<file path="src/rtl/impl_ram_dma_pkg.sv">
// impl_ram_dma_pkg
// Shared types and constants for the RAM DMA engine.
//   state_e   : engine FSM states (IDLE, RD, WR, DONE)
//   MODE_*    : transfer mode encodings for mode_i
//   BE_FULL   : byte-enable pattern used for every write
`timescale 1ns/1ps
package impl_ram_dma_pkg;

  typedef enum logic [1:0] {
    IDLE = 2'd0,
    RD   = 2'd1,
    WR   = 2'd2,
    DONE = 2'd3
  } state_e;

  localparam logic       MODE_COPY = 1'b0;
  localparam logic       MODE_FILL = 1'b1;
  localparam logic [3:0] BE_FULL   = 4'hF;

endpackage

</file>
<file path="src/rtl/impl_ram_dma_if.sv">
// impl_ram_dma_if
// One port of the dual-port implementation RAM.
//   en    : port enable
//   addr  : byte address (word aligned)
//   wdata : write data
//   we    : write enable (read when en=1, we=0)
//   be    : byte enables
//   rdata : read data, valid the cycle after an enabled read
// Handshake: there is no valid/ready pair. A request is issued in every
// cycle with en=1; the RAM always accepts it. Read data for a read issued
// in cycle N is presented on rdata during cycle N+1.
// Modports: master = DMA side, slave = RAM side.
`timescale 1ns/1ps
interface impl_ram_dma_if #(
  parameter int ADDR_WIDTH = 22
) ();
  logic                  en;
  logic [ADDR_WIDTH-1:0] addr;
  logic [31:0]           wdata;
  logic                  we;
  logic [3:0]            be;
  logic [31:0]           rdata;

  modport master (output en, addr, wdata, we, be, input rdata);
  modport slave  (input en, addr, wdata, we, be, output rdata);
endinterface

</file>
<file path="src/rtl/impl_ram_dma.sv">
// impl_ram_dma
// Initiator-side block engine for one port of the implementation RAM.
// Copies (src -> dst) or fills (fill pattern -> dst) a block of 32-bit words.
// Ports:
//   clk_i, rst_i       : clock, asynchronous active-high reset
//   start_i            : one-cycle request, sampled only in IDLE
//   mode_i             : MODE_COPY / MODE_FILL
//   src_addr_i         : source byte address (word aligned in copy mode)
//   dst_addr_i         : destination byte address (word aligned)
//   len_i              : number of words
//   fill_data_i        : fill pattern
//   busy_o             : accepted start through DONE
//   done_o             : one-cycle completion/abort pulse
//   err_o              : sticky misalignment flag, cleared on next start
//   csum_o             : XOR of all words written by the last transfer
//   dbg_state_o        : current FSM state
//   ram                : RAM port (master side)
`timescale 1ns/1ps
module impl_ram_dma
  import impl_ram_dma_pkg::*;
#(
  parameter int ADDR_WIDTH = 22,
  parameter int LEN_WIDTH  = 16
) (
  input  logic                  clk_i,
  input  logic                  rst_i,
  input  logic                  start_i,
  input  logic                  mode_i,
  input  logic [ADDR_WIDTH-1:0] src_addr_i,
  input  logic [ADDR_WIDTH-1:0] dst_addr_i,
  input  logic [LEN_WIDTH-1:0]  len_i,
  input  logic [31:0]           fill_data_i,
  output logic                  busy_o,
  output logic                  done_o,
  output logic                  err_o,
  output logic [31:0]           csum_o,
  output state_e                dbg_state_o,
  impl_ram_dma_if.master        ram
);

  localparam logic [ADDR_WIDTH-1:0] WORD_STEP = ADDR_WIDTH'(4);

  state_e                state_q, state_d;
  logic [ADDR_WIDTH-1:0] src_q, src_d;
  logic [ADDR_WIDTH-1:0] dst_q, dst_d;
  logic [LEN_WIDTH-1:0]  rem_q, rem_d;
  logic                  mode_q, mode_d;
  logic [31:0]           fill_q, fill_d;
  logic                  err_q, err_d;
  logic [31:0]           csum_q, csum_d;
  logic [31:0]           wdata;

  always_ff @(posedge clk_i or posedge rst_i) begin
    if (rst_i) begin
      state_q <= IDLE;
      src_q   <= '0;
      dst_q   <= '0;
      rem_q   <= '0;
      mode_q  <= MODE_COPY;
      fill_q  <= '0;
      err_q   <= 1'b0;
      csum_q  <= '0;
    end else begin
      state_q <= state_d;
      src_q   <= src_d;
      dst_q   <= dst_d;
      rem_q   <= rem_d;
      mode_q  <= mode_d;
      fill_q  <= fill_d;
      err_q   <= err_d;
      csum_q  <= csum_d;
    end
  end

  always_comb begin
    state_d   = state_q;
    src_d     = src_q;
    dst_d     = dst_q;
    rem_d     = rem_q;
    mode_d    = mode_q;
    fill_d    = fill_q;
    err_d     = err_q;
    csum_d    = csum_q;
    wdata     = '0;
    ram.en    = 1'b0;
    ram.we    = 1'b0;
    ram.be    = 4'h0;
    ram.addr  = '0;
    ram.wdata = '0;

    case (state_q)
      IDLE: begin
        if (start_i) begin
          src_d  = src_addr_i;
          dst_d  = dst_addr_i;
          rem_d  = len_i;
          mode_d = mode_i;
          fill_d = fill_data_i;
          err_d  = 1'b0;
          csum_d = '0;
          // The source address is irrelevant in fill mode, so only its
          // alignment in copy mode counts as an error.
          if (((mode_i == MODE_COPY) && (src_addr_i[1:0] != 2'b00)) ||
              (dst_addr_i[1:0] != 2'b00)) begin
            err_d   = 1'b1;
            state_d = DONE;
          end else if (len_i == '0) begin
            state_d = DONE;
          end else begin
            state_d = (mode_i == MODE_FILL) ? WR : RD;
          end
        end
      end

      RD: begin
        ram.en   = 1'b1;
        ram.addr = src_q;
        state_d  = WR;
      end

      WR: begin
        // In copy mode the word read in the preceding RD cycle is on rdata
        // now and is forwarded straight to the write port.
        wdata     = (mode_q == MODE_FILL) ? fill_q : ram.rdata;
        ram.en    = 1'b1;
        ram.we    = 1'b1;
        ram.be    = BE_FULL;
        ram.addr  = dst_q;
        ram.wdata = wdata;
        csum_d    = csum_q ^ wdata;
        src_d     = src_q + WORD_STEP;
        dst_d     = dst_q + WORD_STEP;
        rem_d     = rem_q - LEN_WIDTH'(1);
        if (rem_q == LEN_WIDTH'(1)) begin
          state_d = DONE;
        end else begin
          state_d = (mode_q == MODE_FILL) ? WR : RD;
        end
      end

      DONE: begin
        state_d = IDLE;
      end

      default: begin
        state_d = IDLE;
      end
    endcase
  end

  // busy_o covers the cycle in which the start is accepted as well, so it
  // is combinational on start_i while IDLE.
  assign busy_o      = (state_q != IDLE) || (start_i && !rst_i);
  assign done_o      = (state_q == DONE);
  assign err_o       = err_q;
  assign csum_o      = csum_q;
  assign dbg_state_o = state_q;

endmodule

</file>
<file path="src/flat_wrapper.sv">
// flat-port wrapper written by rule: the top's interface ports become plain ports
module impl_ram_dma_flat import impl_ram_dma_pkg::*;
#(
  parameter int ADDR_WIDTH = 22,
  parameter int LEN_WIDTH  = 16
)
  (clk_i, rst_i, start_i, mode_i, src_addr_i, dst_addr_i, len_i, fill_data_i, busy_o, done_o, err_o, csum_o, dbg_state_o, ram_en, ram_addr, ram_wdata, ram_we, ram_be, ram_rdata);
  impl_ram_dma_if #(.ADDR_WIDTH(ADDR_WIDTH)) ram_i ();
  input  logic clk_i;
  input  logic rst_i;
  input  logic start_i;
  input  logic mode_i;
  input  logic [ADDR_WIDTH-1:0] src_addr_i;
  input  logic [ADDR_WIDTH-1:0] dst_addr_i;
  input  logic [LEN_WIDTH-1:0] len_i;
  input  logic [31:0] fill_data_i;
  output logic busy_o;
  output logic done_o;
  output logic err_o;
  output logic [31:0] csum_o;
  output state_e dbg_state_o;
  output wire logic [$bits(ram_i.en)-1:0] ram_en;
  output wire logic [$bits(ram_i.addr)-1:0] ram_addr;
  output wire logic [$bits(ram_i.wdata)-1:0] ram_wdata;
  output wire logic [$bits(ram_i.we)-1:0] ram_we;
  output wire logic [$bits(ram_i.be)-1:0] ram_be;
  input wire logic [$bits(ram_i.rdata)-1:0] ram_rdata;
  assign ram_en = ram_i.en;
  assign ram_addr = ram_i.addr;
  assign ram_wdata = ram_i.wdata;
  assign ram_we = ram_i.we;
  assign ram_be = ram_i.be;
  assign ram_i.rdata = ram_rdata;
  impl_ram_dma #(.ADDR_WIDTH(ADDR_WIDTH), .LEN_WIDTH(LEN_WIDTH)) u_core (.clk_i(clk_i), .rst_i(rst_i), .start_i(start_i), .mode_i(mode_i), .src_addr_i(src_addr_i), .dst_addr_i(dst_addr_i), .len_i(len_i), .fill_data_i(fill_data_i), .busy_o(busy_o), .done_o(done_o), .err_o(err_o), .csum_o(csum_o), .dbg_state_o(dbg_state_o), .ram(ram_i));
endmodule
</file>
<file path="config.mk">
export PLATFORM = sky130hd
export DESIGN_NAME = impl_ram_dma_flat
export DESIGN_NICKNAME = d
export VERILOG_FILES = /design/src/rtl/impl_ram_dma_pkg.sv /design/src/rtl/impl_ram_dma_if.sv /design/src/rtl/impl_ram_dma.sv /design/src/flat_wrapper.sv
export SDC_FILE = /design/constraint.sdc
export NUM_CORES = 1
export LEC_CHECK = 0
export ABC_AREA = 1
export CAP_MARGIN = 20
export CORE_MARGIN = 2
export CORE_UTILIZATION = 40
export DETAILED_ROUTE_END_ITERATION = 16
export GPL_TIMING_DRIVEN = 0
export PLACE_DENSITY = 0.67
export SLEW_MARGIN = 10
export SYNTH_ARGS = -nofsm -noshare
export SYNTH_HDL_FRONTEND = slang
export SYNTH_SLANG_ARGS = --single-unit
</file>
<file path="constraint.sdc">
create_clock -name clk_i -period 5.3 [get_ports clk_i]
set_input_delay 1.59 -clock clk_i [delete_from_list [all_inputs] [get_ports clk_i]]
set_output_delay 1.59 -clock clk_i [all_outputs]
set_load 0.1 [all_outputs]
</file>
==> results.cfg <==
[clock_tree]
tritoncts = built
hold_buffers = 0
cts_root_buf = clkbuf_16
cts_buffers = 17
cts_htree_levels = 4
worst_skew_pair.late_latency_ns = 0.43
numClockSinks = 128
max-clock-path-buffers = 2
post-cts-setup-buffers = 0
path_clk_slew_ns = 0.07
cts_resized = 0

[synthesis]
synth_top_area_share_pct = 38.6
synth.yosys.warnings = 0
synth_edf_count = 0
ys_async_sr_fraction_pct = 100
syn-instance-count = 1200
synth_area_um2 = 8290
synth_sequential_area_ratio_pct = 38.6
synthDistinctLibCells = 41
synth_top_flop_cell = dfrtp_1
syn-num-nets = 1337
yosys_register_bits = 128
synth.area.top_cells = dfrtp_1, nand2_1, nor2_1
syn-mean-instance-area_um2 = 6.91
synth_area_leader_cell = dfrtp_1

[floorplanning]
fp.dieArea_um2 = 21900
vertical_die_dimension_um = 148
floorplan.die.width_um = 148
io_pins = 225
num_rows = 52
design.core.area_um2 = 20300
initial_core_util_pct = 40.9

[worst_setup_path]
timing.critical_path.arrival_ns = 3.58
start_kind = register
criticalPathCategory = reg -> out
req_time_crit_path_ns = 3.71
timing.critical_path.fanout_max = 10
worst_setup_path_end_kind = output port

[timing]
relSlewSlack_pct = 30.7
unrepaired_setup_endpoints_after_global_routing = no
final.setup_skew_ns = 0.0163
max_freq_ghz = 0.194
setup_violations_final = 0
finalCritPeriodShare_pct = 97.5
finalWorstPathRequiredPeriod_ns = 5.17
hold_violations = 0
pin_slew_with_the_least_headroom_to_its_limit_ns = 1.04
finalMaxSlewViolations = 0

[place]
dp_hpwl_um = 22900
buffer_ports.inserted = 224
routabilityCongestion = 0.924

[routing]
detailedRoute.firstPassIterationCount = 5
drt-vias-per-instance = 5.11
drcViolationCount = 0
antenna_violation_net_count_after_detailed_routing = 0
drt_iter0_markers = 626
drt-total-wl_um = 31100
dr_total_vias = 8821
detail_route.wl_per_cell_um = 18.0

[grt]
global_route.overflow_total = 0
grt_first_pass_wirelength_um = 47600
first_global_vias = 8534
antenna_found_initial = 4
grtUsageTotal_pct = 28.3
grt_start_max_net_pins = 82

[finish]
antenna_cells = 0
fillers = 1928
multiInputGateArea_um2 = 4400
finalNetCount = 1581
final-seq-area_um2 = 3200
final_layout_size_suffix_gt1_share_pct = 12.1
area.growth.synth_to_final_pct = 41.5
final_standard_cell_utilization_of_the_core_pct = 57.8

[run_status]
outcome = finished, final reports clean

[run]
drv_cap = 0

[min_path]
min_delay_worst_type = reg -> reg
## path summary, 6_finish.rpt
| check | from | end | slack, ns | cells past startpoint |
|---|---|---|---|---|
| max reg2reg | u_core.dbg_state_o[0] | u_core.rem_q[7] | 2.97 | 7 |
| max | u_core.dbg_state_o[0] | ram_wdata[24] | 0.13 | 9 |
| min in group asynchronous | rst_i | u_core.csum_o[17] | 1.62 | 2 |
| min reg2reg | u_core.csum_o[21] | u_core.csum_o[21] | 0.47 | 1 |
| min | u_core.csum_o[21] | u_core.csum_o[21] | 0.47 | 1 |
| max in group asynchronous | rst_i | u_core.rem_q[12] | 2.90 | 3 |
## worst max-delay path: stages (launching register included)
cell and delay, ns:
dfrtp_1 0.44, inv_1 0.13, ha_1 0.28, buf_2 0.24
inv_2 0.05, buf_2 0.21, buf_2 0.26, buf_2 0.27
nor2_2 0.14, clkdlybuf4s50_1 1.14
## layer usage
layer / up-vias / part of all wire [%] / GRT usage (%)
li1: 4312 / - / -
met1: 4049 / 42 / 37.3
met2: 396 / 46 / 45.2
met3: 58 / 8.7 / 7.47
met4: 6 / 2.8 / 9.95
met5: - / 0.14 / 0
## flip-flops by register name (all words and copies together), names as in the netlist
signal	flops
u_core.src_q	22
u_core.rem_q	16
u_core.dst_q	22
u_core.err_o	1
u_core.csum_o	32
u_core.mode_q	1
u_core.fill_q	32
u_core.dbg_state_o	2
## cells in the final DEF (no fill, tap or decap), types with 6 or more instances in the layout
| master | n |
|---|---|
| dfrtp_1 | 128 |
| clkdlybuf4s50_1 | 197 |
| buf_2 | 31 |
| clkbuf_16 | 17 |
| nand2_2 | 9 |
| dlymetal6s2s_1 | 27 |
| inv_1 | 117 |
| or2_0 | 17 |
| nor2_2 | 30 |
| buf_4 | 13 |
| o21ai_1 | 18 |
| clkbuf_1 | 12 |
| o21a_1 | 22 |
| a21oi_1 | 57 |
| nand4_1 | 12 |
| nor2_1 | 107 |
| xor2_1 | 11 |
| a21oi_2 | 24 |
| o21ai_0 | 62 |
| o22ai_1 | 6 |
| nor3_2 | 12 |
| nand3_1 | 49 |
| nor3_1 | 11 |
| nand2_1 | 375 |
| ha_1 | 9 |
| and3_1 | 18 |
## cell families (layout without fill, tap and decap cells)
group	count (synthesis)	after routing	synth area share [%]
DFF	128	128	38.6
AOI/OAI and AO/OA	207	207	13.9
and+or+nand+nor	658	658	34.9
buffers and inverters	186	443	9.96
adders and majority gates	9	9	1.36
xor gates and xnor gates	12	12	1.27
## per-stage QoR
stage	hold WS (ns)	cells	area [um^2]	TNS, ns	setup slack [ns]
after global placement	0.453	1694	11000	-254.04	-2.00
final	0.468	1727	11700	0	0.133
after detailed placement	0.454	1695	11000	0	0.0990
after floorplan	0.441	1200	8430	-4.75	-0.555
after CTS	0.470	1727	11700	0	0.0198
after global routing	0.483	1727	11700	0	0.000497
## cells in the mapped netlist, types with 11 or more instances
| library cell | number |
|---|---|
| dfrtp_1 | 128 |
| xor2_1 | 11 |
| nor3_1 | 11 |
| nand3_1 | 49 |
| nor3_2 | 12 |
| nand4_1 | 12 |
| nand2_1 | 375 |
| o21ai_1 | 18 |
| inv_1 | 118 |
| o21ai_0 | 62 |
| a21oi_1 | 81 |
| buf_2 | 31 |
| buf_4 | 13 |
| clkbuf_1 | 12 |
| or2_0 | 17 |
| nor2_1 | 127 |
| o21a_1 | 22 |
| and3_1 | 18 |
## cell type report
cell class              count  share of cell area [%]
well taps                 270                    2.88
clock buffers              18                    3.74
clock inverters            14                    1.53
multi-input cells         886                    37.5
repair buffers            225                    19.9
inverters                 123                    4.00
flip-flops and latches    128                    27.3
plain buffers              63                    3.08
Power is not shown: default switching activity piles up to over one toggle a cycle in this logic, so the estimate is an artifact.
